## config.mk

```make
export PLATFORM = sky130hd
export DESIGN_NAME = button_debounce
export DESIGN_NICKNAME = d
export VERILOG_FILES = /design/src/rtl/button_debounce_pkg.sv /design/src/rtl/button_debounce_channel.sv /design/src/rtl/button_debounce.sv
export SDC_FILE = /design/constraint.sdc
export NUM_CORES = 1
export LEC_CHECK = 0
export BUFFER_PORTS_ARGS = -buffer_cell sky130_fd_sc_hd__buf_4
export CAP_MARGIN = 15
export CORE_AREA = 2 2 49 56
export DETAILED_ROUTE_END_ITERATION = 10
export DIE_AREA = 0 0 51 58
export PLACE_DENSITY_LB_ADDON = 0.2
export SYNTH_ARGS = -nofsm -noshare
export SYNTH_HDL_FRONTEND = slang
export SYNTH_HIERARCHICAL = 1
export SYNTH_SLANG_ARGS = --single-unit
```

## constraint.sdc

```tcl
create_clock -name clk -period 1.1 [get_ports clk]
set_input_delay 0.11 -clock clk [delete_from_list [all_inputs] [get_ports clk]]
set_output_delay 0.11 -clock clk [all_outputs]
set_load 0.01 [all_outputs]
```

## src/rtl/button_debounce_pkg.sv

```systemverilog
// Shared definitions for the button debouncer: per-channel state encoding
// and the ceiling-log2 helper used to size the stable-count counters.
package button_debounce_pkg;

    // Per-channel debounce state; PEND_* means a new value is being timed.
    typedef enum logic [1:0] {
        ST_STABLE_LO = 2'd0,
        ST_PEND_HI   = 2'd1,
        ST_STABLE_HI = 2'd2,
        ST_PEND_LO   = 2'd3
    } state_e;

    // Smallest n with 2**n >= value (returns 0 for value <= 1).
    function automatic int unsigned clog2(input int unsigned value);
        int unsigned result;
        result = 0;
        while ((32'd1 << result) < value) begin
            result++;
        end
        return result;
    endfunction

endpackage

```

## src/rtl/button_debounce_channel.sv

```systemverilog
// Single-bit debounce channel: two-flop synchroniser, stable-count timer
// and a four-state FSM with registered level and one-cycle edge pulses.
module debounce_channel
    import button_debounce_pkg::*;
#(
    parameter int unsigned STABLE_CYCLES = 16
) (
    input  logic clk,
    input  logic rst_n,
    input  logic btn_raw,
    output logic level,
    output logic rise,
    output logic fall
);

    localparam int unsigned CNT_W = clog2(STABLE_CYCLES + 1);
    // The cycle that reaches STABLE_CYCLES is itself counted, so acceptance
    // fires when the count so far is one short of the target.
    localparam logic [CNT_W-1:0] LAST_CNT = CNT_W'(STABLE_CYCLES - 1);

    logic             r_s1;
    logic             r_s2;
    state_e           r_state;
    logic [CNT_W-1:0] r_cnt;
    logic             r_level;
    logic             r_rise;
    logic             r_fall;
    logic             w_run_done;

    // Counter is 0 in both STABLE states, so STABLE_CYCLES=1 accepts at once.
    assign w_run_done = (r_cnt == LAST_CNT);

    // Two-flop synchroniser; only r_s2 is used by the filter.
    always_ff @(posedge clk) begin
        if (!rst_n) begin
            r_s1 <= 1'b0;
            r_s2 <= 1'b0;
        end else begin
            r_s1 <= btn_raw;
            r_s2 <= r_s1;
        end
    end

    // Debounce FSM: time a run of differing samples, accept or reject it.
    always_ff @(posedge clk) begin
        if (!rst_n) begin
            r_state <= ST_STABLE_LO;
            r_cnt   <= '0;
            r_level <= 1'b0;
            r_rise  <= 1'b0;
            r_fall  <= 1'b0;
        end else begin
            r_rise <= 1'b0;
            r_fall <= 1'b0;
            unique case (r_state)
                ST_STABLE_LO, ST_PEND_HI: begin
                    if (!r_s2) begin
                        // Bounce back to the accepted level restarts the count.
                        r_state <= ST_STABLE_LO;
                        r_cnt   <= '0;
                    end else if (w_run_done) begin
                        r_state <= ST_STABLE_HI;
                        r_cnt   <= '0;
                        r_level <= 1'b1;
                        r_rise  <= 1'b1;
                    end else begin
                        r_state <= ST_PEND_HI;
                        r_cnt   <= r_cnt + CNT_W'(1);
                    end
                end
                ST_STABLE_HI, ST_PEND_LO: begin
                    if (r_s2) begin
                        r_state <= ST_STABLE_HI;
                        r_cnt   <= '0;
                    end else if (w_run_done) begin
                        r_state <= ST_STABLE_LO;
                        r_cnt   <= '0;
                        r_level <= 1'b0;
                        r_fall  <= 1'b1;
                    end else begin
                        r_state <= ST_PEND_LO;
                        r_cnt   <= r_cnt + CNT_W'(1);
                    end
                end
            endcase
        end
    end

    assign level = r_level;
    assign rise  = r_rise;
    assign fall  = r_fall;

endmodule

```

## src/rtl/button_debounce.sv

```systemverilog
// Multi-channel push-button conditioner: one independent debounce channel
// per input bit, producing clean levels plus rise/fall pulses.
module button_debounce
    import button_debounce_pkg::*;
#(
    parameter int unsigned WIDTH         = 2,
    parameter int unsigned STABLE_CYCLES = 16
) (
    input  logic             clk,
    input  logic             rst_n,
    input  logic [WIDTH-1:0] btn_raw,
    output logic [WIDTH-1:0] level,
    output logic [WIDTH-1:0] rise,
    output logic [WIDTH-1:0] fall
);

    for (genvar g = 0; g < WIDTH; g++) begin : g_chan
        debounce_channel #(
            .STABLE_CYCLES(STABLE_CYCLES)
        ) u_chan (
            .clk    (clk),
            .rst_n  (rst_n),
            .btn_raw(btn_raw[g]),
            .level  (level[g]),
            .rise   (rise[g]),
            .fall   (fall[g])
        );
    end

endmodule

```

-- Word-level counts from Yosys, hierarchy flattened
Cells that the tools add are included.
- register bits: 24
- input bits: 4
- output and inout bits: 6
- word-level logic and storage cells: 77
- add/sub/neg operators: 2
- eq/ne operators: 16
- mux-type cells: 30
- bitwise logic cells: 3
- reductions and logical operators: 12
- operator list (operator ; number):
    $mux 5 ; 6
    $pmux 5 s2 ; 2
    $mux 2 ; 8
    $ne 2x1->1 const B ; 6
    $add 5x1->5 const B ; 2
    $eq 5x4->1 const B ; 2
    $mux 1 ; 10
    $eq 2x2->1 const B ; 4
    $pmux 2 s2 ; 2
    $reduce_and 4->1 ; 2
    $reduce_or 2->1 ; 4
    $reduce_and 3->1 ; 2
    $reduce_or 3->1 ; 2
    $eq 2x1->1 const B ; 2
    $logic_not 2->1 ; 2
    $ne 2x2->1 const B ; 2
    $pmux 1 s2 ; 2
    $not 1->1 ; 3

-- Longest topological paths before layout
- word-level depth: 4
- mapped depth: 4

-- Modules after synthesis
Netlist, hierarchy kept.
- modules (own cells, without submodules) (module ; instances ; cells an instance ; area each (sq um)):
    debounce_channel ; 2 ; 42 ; 400.4

-- Worst setup path before layout
Ideal clock, no wire load.
- kind: register -> register
- from: register g_chan[0].u_chan.r_cnt[0]
- to: register g_chan[0].u_chan.r_rise
- data arrival time: 905 ps
- required time: 984 ps
- path slack: 79 ps
- cell stages (with the launch flop): 4
- path buffers: 0
- cells stage by stage: dfxtp_1 -> ha_1 -> and4b_1 -> and3_1
- cells in the longest elaborated chain, start to end: 2
- ends and longest elaborated chain (element ; RTL line ; RTL):
    from (decl) ; button_debounce_channel.sv:24 ; logic [CNT_W-1:0] r_cnt;
    from (signal assigned) ; button_debounce_channel.sv:68 ; r_cnt <= r_cnt + CNT_W'(1);
    from (signal assigned) ; button_debounce_channel.sv:82 ; r_cnt <= r_cnt + CNT_W'(1);
    $eq 5x4->1 ; button_debounce_channel.sv:31 ; assign w_run_done = (r_cnt == LAST_CNT);
    $mux 1 ; button_debounce_channel.sv:61 ; end else if (w_run_done) begin
    to (signal assigned) ; button_debounce_channel.sv:50 ; r_rise <= 1'b0;
    to (signal assigned) ; button_debounce_channel.sv:53 ; r_rise <= 1'b0;
    to (signal assigned) ; button_debounce_channel.sv:65 ; r_rise <= 1'b1;
    to (decl) ; button_debounce_channel.sv:26 ; logic r_rise;
Every way passes these cells.
A chain may end at the register's enable or synchronous reset.

-- Worst setup path in the final report
- from: register g_chan[1].u_chan.r_cnt[0]
- to: register g_chan[1].u_chan.r_level
- cells in the longest elaborated chain, start to end: 3
- elaborated cells on any way between the ends: 4
- ends and longest elaborated chain (element ; RTL line ; RTL):
    from (decl) ; button_debounce_channel.sv:24 ;
    from (signal assigned) ; button_debounce_channel.sv:68 ;
    from (signal assigned) ; button_debounce_channel.sv:82 ;
    $eq 5x4->1 (*) ; button_debounce_channel.sv:31 ;
    $ne 2x1->1 (no line) ; n/a ;
    $reduce_and 4->1 (no line) (*) ; n/a ;
    to (signal assigned) ; button_debounce_channel.sv:49 ; r_level <= 1'b0;
    to (signal assigned) ; button_debounce_channel.sv:64 ; r_level <= 1'b1;
    to (signal assigned) ; button_debounce_channel.sv:78 ; r_level <= 1'b0;
    to (decl) ; button_debounce_channel.sv:25 ; logic r_level;
Mark *: on every way between the ends. The rest lies on a longest branch, timed or not.

==> flow_summary.yaml <==
clock_network:
  clock_latency_ns: 0.29
  clk_pin_slew_ns: 0.11
  cts_buffer_depth: 2
  cts-root-buf: "clkbuf_4"
  cts-htree-levels: 1
  clock-sinks: 22
  hold_buffers: 0
  cts_buffers: 3
  cts_tree: "done"
floorplan:
  floorplan.initialDensity_pct: 33.35
  core_area_um2: 2401
  io_pins: 10
  die_w_um: 51
  die_y_um: 58
  die_area_um2: 2958
  row_count: 19
route:
  firstDrtPassIters: 2
  drt_iter0_markers: 8
  dr_total_vias: 593
  drc_errors: 0
  drt-wirelength-per-cell_um: 9.856
  viasPerCell: 4.492
  wirelength_um: 1301
  ant_nets: 0
synth:
  ys_ff_latch: 22
  synth-xor-area-share_pct: 6.562
  netlist_top_cells_area: "dfxtp_1 55%, nand2_1 5.6%, xor2_1 4.4%"
  yosys.area.top_type: "dfxtp_1"
  synth_nets: 90
  ys_seq_area_share_pct: 55.00
  synth_cell_types: 19
  yosysTopAreaCellShare_pct: 55.00
  synth_mux_area_share_pct: 0
  netlist_instances: 84
  synth-compound-area-share_pct: 4.063
  synth_adder_area_share_pct: 3.125
  ys_warn_count: 6
  syn_area_um2: 800.8
  synth-simple-area-share_pct: 28.44
  synth.avg_cell_area_um2: 9.533
  synth_top_family_by_area: "simple AND/OR/NAND/NOR gates"
cells_and_area:
  final_core_util_pct: 43.10
  finalInstanceArea_um2: 1035
  nets: 109
  n_antenna_cell: 0
  layout.cells.non_filler: 132
  multi_input_area_um2: 397.9
  syn2layout_area_growth_pct: 29.22
  fill_cells: 248
  final_layout_size_suffix_gt1_share_pct: 31.68
  seqCellArea_um2: 447.9
grt:
  grt_pass1_vias: 576
  grt_max_degree: 13
  grt_pass1_wl_um: 2311
  gr-total-overflow: 0
  antenna_found_initial: 0
  grt_use_total_pct: 10.59
timing:
  fin_ws_ns: -0.01395
  max_freq_mhz: 897.7
  period_share_pct: 101.3
  worst_pin_slew_ns: 0.2318
  rsz0062_at_grt: "true"
  finalSetupViolCount: 5
  skew_ns: 0.003707
  maxSlewHeadroom_pct: 84.53
  maxSlewViolCount: 0
  hold_viol: 0
  fin_setup_tns_ns: -0.03541
  final.min_clock_period_ns: 1.114
setup_path:
  path_max_fanout: 3
  r2r_setup_slack_ns: -0.01
  critPathRequiredTime_ns: 1.28
  cp_slowest_stage_delay_ns: 0.37
  cp.arrival_ns: 1.29
  path_cells: "ha_4 -> nand4b_1 -> buf_4 -> nand2_2 -> a31oi_1"
  crit_path_end_kind: "flop"
  slowest_stage: "dfxtp_2"
  cp-start-kind: "flop"
  crit_type: "flop to flop"
flow_run:
  drv_cap: 0
placed_design:
  io_buffers: 9
  dp.cells: 126
  dpl_cell_area_um2: 922.1
  pre_cts_ws_ns: -0.01241
  gp_congestion: 0.6935
  dpl.hpwl_um: 902.8
power_and_ir_drop:
  leakage_nw: 0.3908
  ir_drop_mv: 0.7550
  power.density_nw_per_um2: 1189
status:
  violations: "negative setup slack"
  status: "finished, violations left"
hold_path:
  hold_class: "input port to flop"
[flip-flops by register name (all words and copies together), names as in the netlist]
register / flops
g_chan.u_chan/r_cnt: 10
g_chan.u_chan/fall: 2
g_chan.u_chan/level: 2
g_chan.u_chan/r_s1: 2
g_chan.u_chan/r_s2: 2
g_chan.u_chan/r_state: 2
g_chan.u_chan/rise: 2
[report_power, final]
group          switching, mW  leakage (nW)  total, mW  internal (mW)
Combinational         0.0314         0.196     0.0639         0.0325
Clock                  0.215        0.0138      0.342          0.127
Sequential            0.0135         0.181      0.824          0.811
[metrics by stage]
stage,power [mW],hold slack (ns)
6_report,1.230,0.01632
5_1_grt,1.300,0.008325
4_1_cts,1.248,0.003100
3_5_place_dp,0.8997,0.3222
3_3_place_gp,0.8987,0.3178
2_1_floorplan,0.8690,0.2317
[cell usage after synthesis]
cell type	n
a21oi_1	2
a31oi_1	2
and2_1	4
and3_1	2
and4b_1	2
dfxtp_1	22
ha_1	2
inv_1	6
nand2_1	12
nand3_1	4
nand3_2	2
nand4b_1	2
nor2_1	8
nor2_2	2
nor2b_1	2
nor4_1	2
o21ai_0	2
xnor2_1	2
xor2_1	4
[cell families (layout without fill, tap and decap cells)]
family,Yosys count,count (layout)
AND/OR/NAND/NOR,42,42
flip-flops,22,22
AO/OA/AOI/OAI,6,6
XOR/XNOR,6,6
buffers and inverters,6,23
adder cells (fa/ha/maj),2,2
[cell type report]
| cell class | instances | share of cell area, % |
|---|---|---|
| Inverter | 6 | 2.177 |
| Tap cell | 31 | 3.748 |
| Sequential cell | 22 | 43.29 |
| Clock buffer | 3 | 2.177 |
| Timing Repair Buffer | 14 | 10.16 |
| Multi-Input combinational cell | 56 | 38.45 |
[worst max-delay path: cells and delay by family, from the launching register on]
| family | cells | cell delay [ns] |
|---|---|---|
| buf+inv | 1 | 0.19 |
| simple gates | 2 | 0.23 |
| flops | 1 | 0.37 |
| fa+ha+maj | 1 | 0.14 |
| compound gates | 1 | 0.08 |
[path summary, 6_finish.rpt]
path                             start                     end  depth (start not counted)
max reg2reg  g_chan[1].u_chan/r_cnt[0]  g_chan[1].u_chan/level                          5
max          g_chan[1].u_chan/r_cnt[0]  g_chan[1].u_chan/level                          5
min reg2reg      g_chan[0].u_chan/r_s1   g_chan[0].u_chan/r_s2                          1
min                         btn_raw[0]   g_chan[0].u_chan/r_s1                          2
[cells in the final DEF, fill, tap and decap left out, drive strengths merged]
| cell | synthesis | final |
|---|---|---|
| xor2 | 4 | 4 |
| xnor2 | 2 | 2 |
| nor2 | 10 | 10 |
| nand3 | 6 | 6 |
| clkbuf | 0 | 3 |
| a21oi | 2 | 2 |
| o21ai | 2 | 2 |
| dfxtp | 22 | 22 |
| and2 | 4 | 4 |
| inv | 6 | 6 |
| a31oi | 2 | 2 |
| ha | 2 | 2 |
| and3 | 2 | 2 |
| and4b | 2 | 2 |
| nor4 | 2 | 2 |
| buf | 0 | 14 |
| nand2 | 12 | 12 |
| nor2b | 2 | 2 |
| nand4b | 2 | 2 |
[per-layer routing]
metal  vias up  track usage [%]  routed length, um
li1        313                -                  -
met2         6            16.70                629
met4         0            6.950                 16
met1       272            12.42                616
met5         -                0                  0
met3         2            3.093                 40
[repair_timing]
action / in CTS / in global routing
setup endpoints to repair: 5 / 13
resized for setup: 3 / 12
pin swaps: 1 / 4
gates cloned: 0 / 0
setup buffers: 3 / 0
Power figures use the tool's default switching activity.
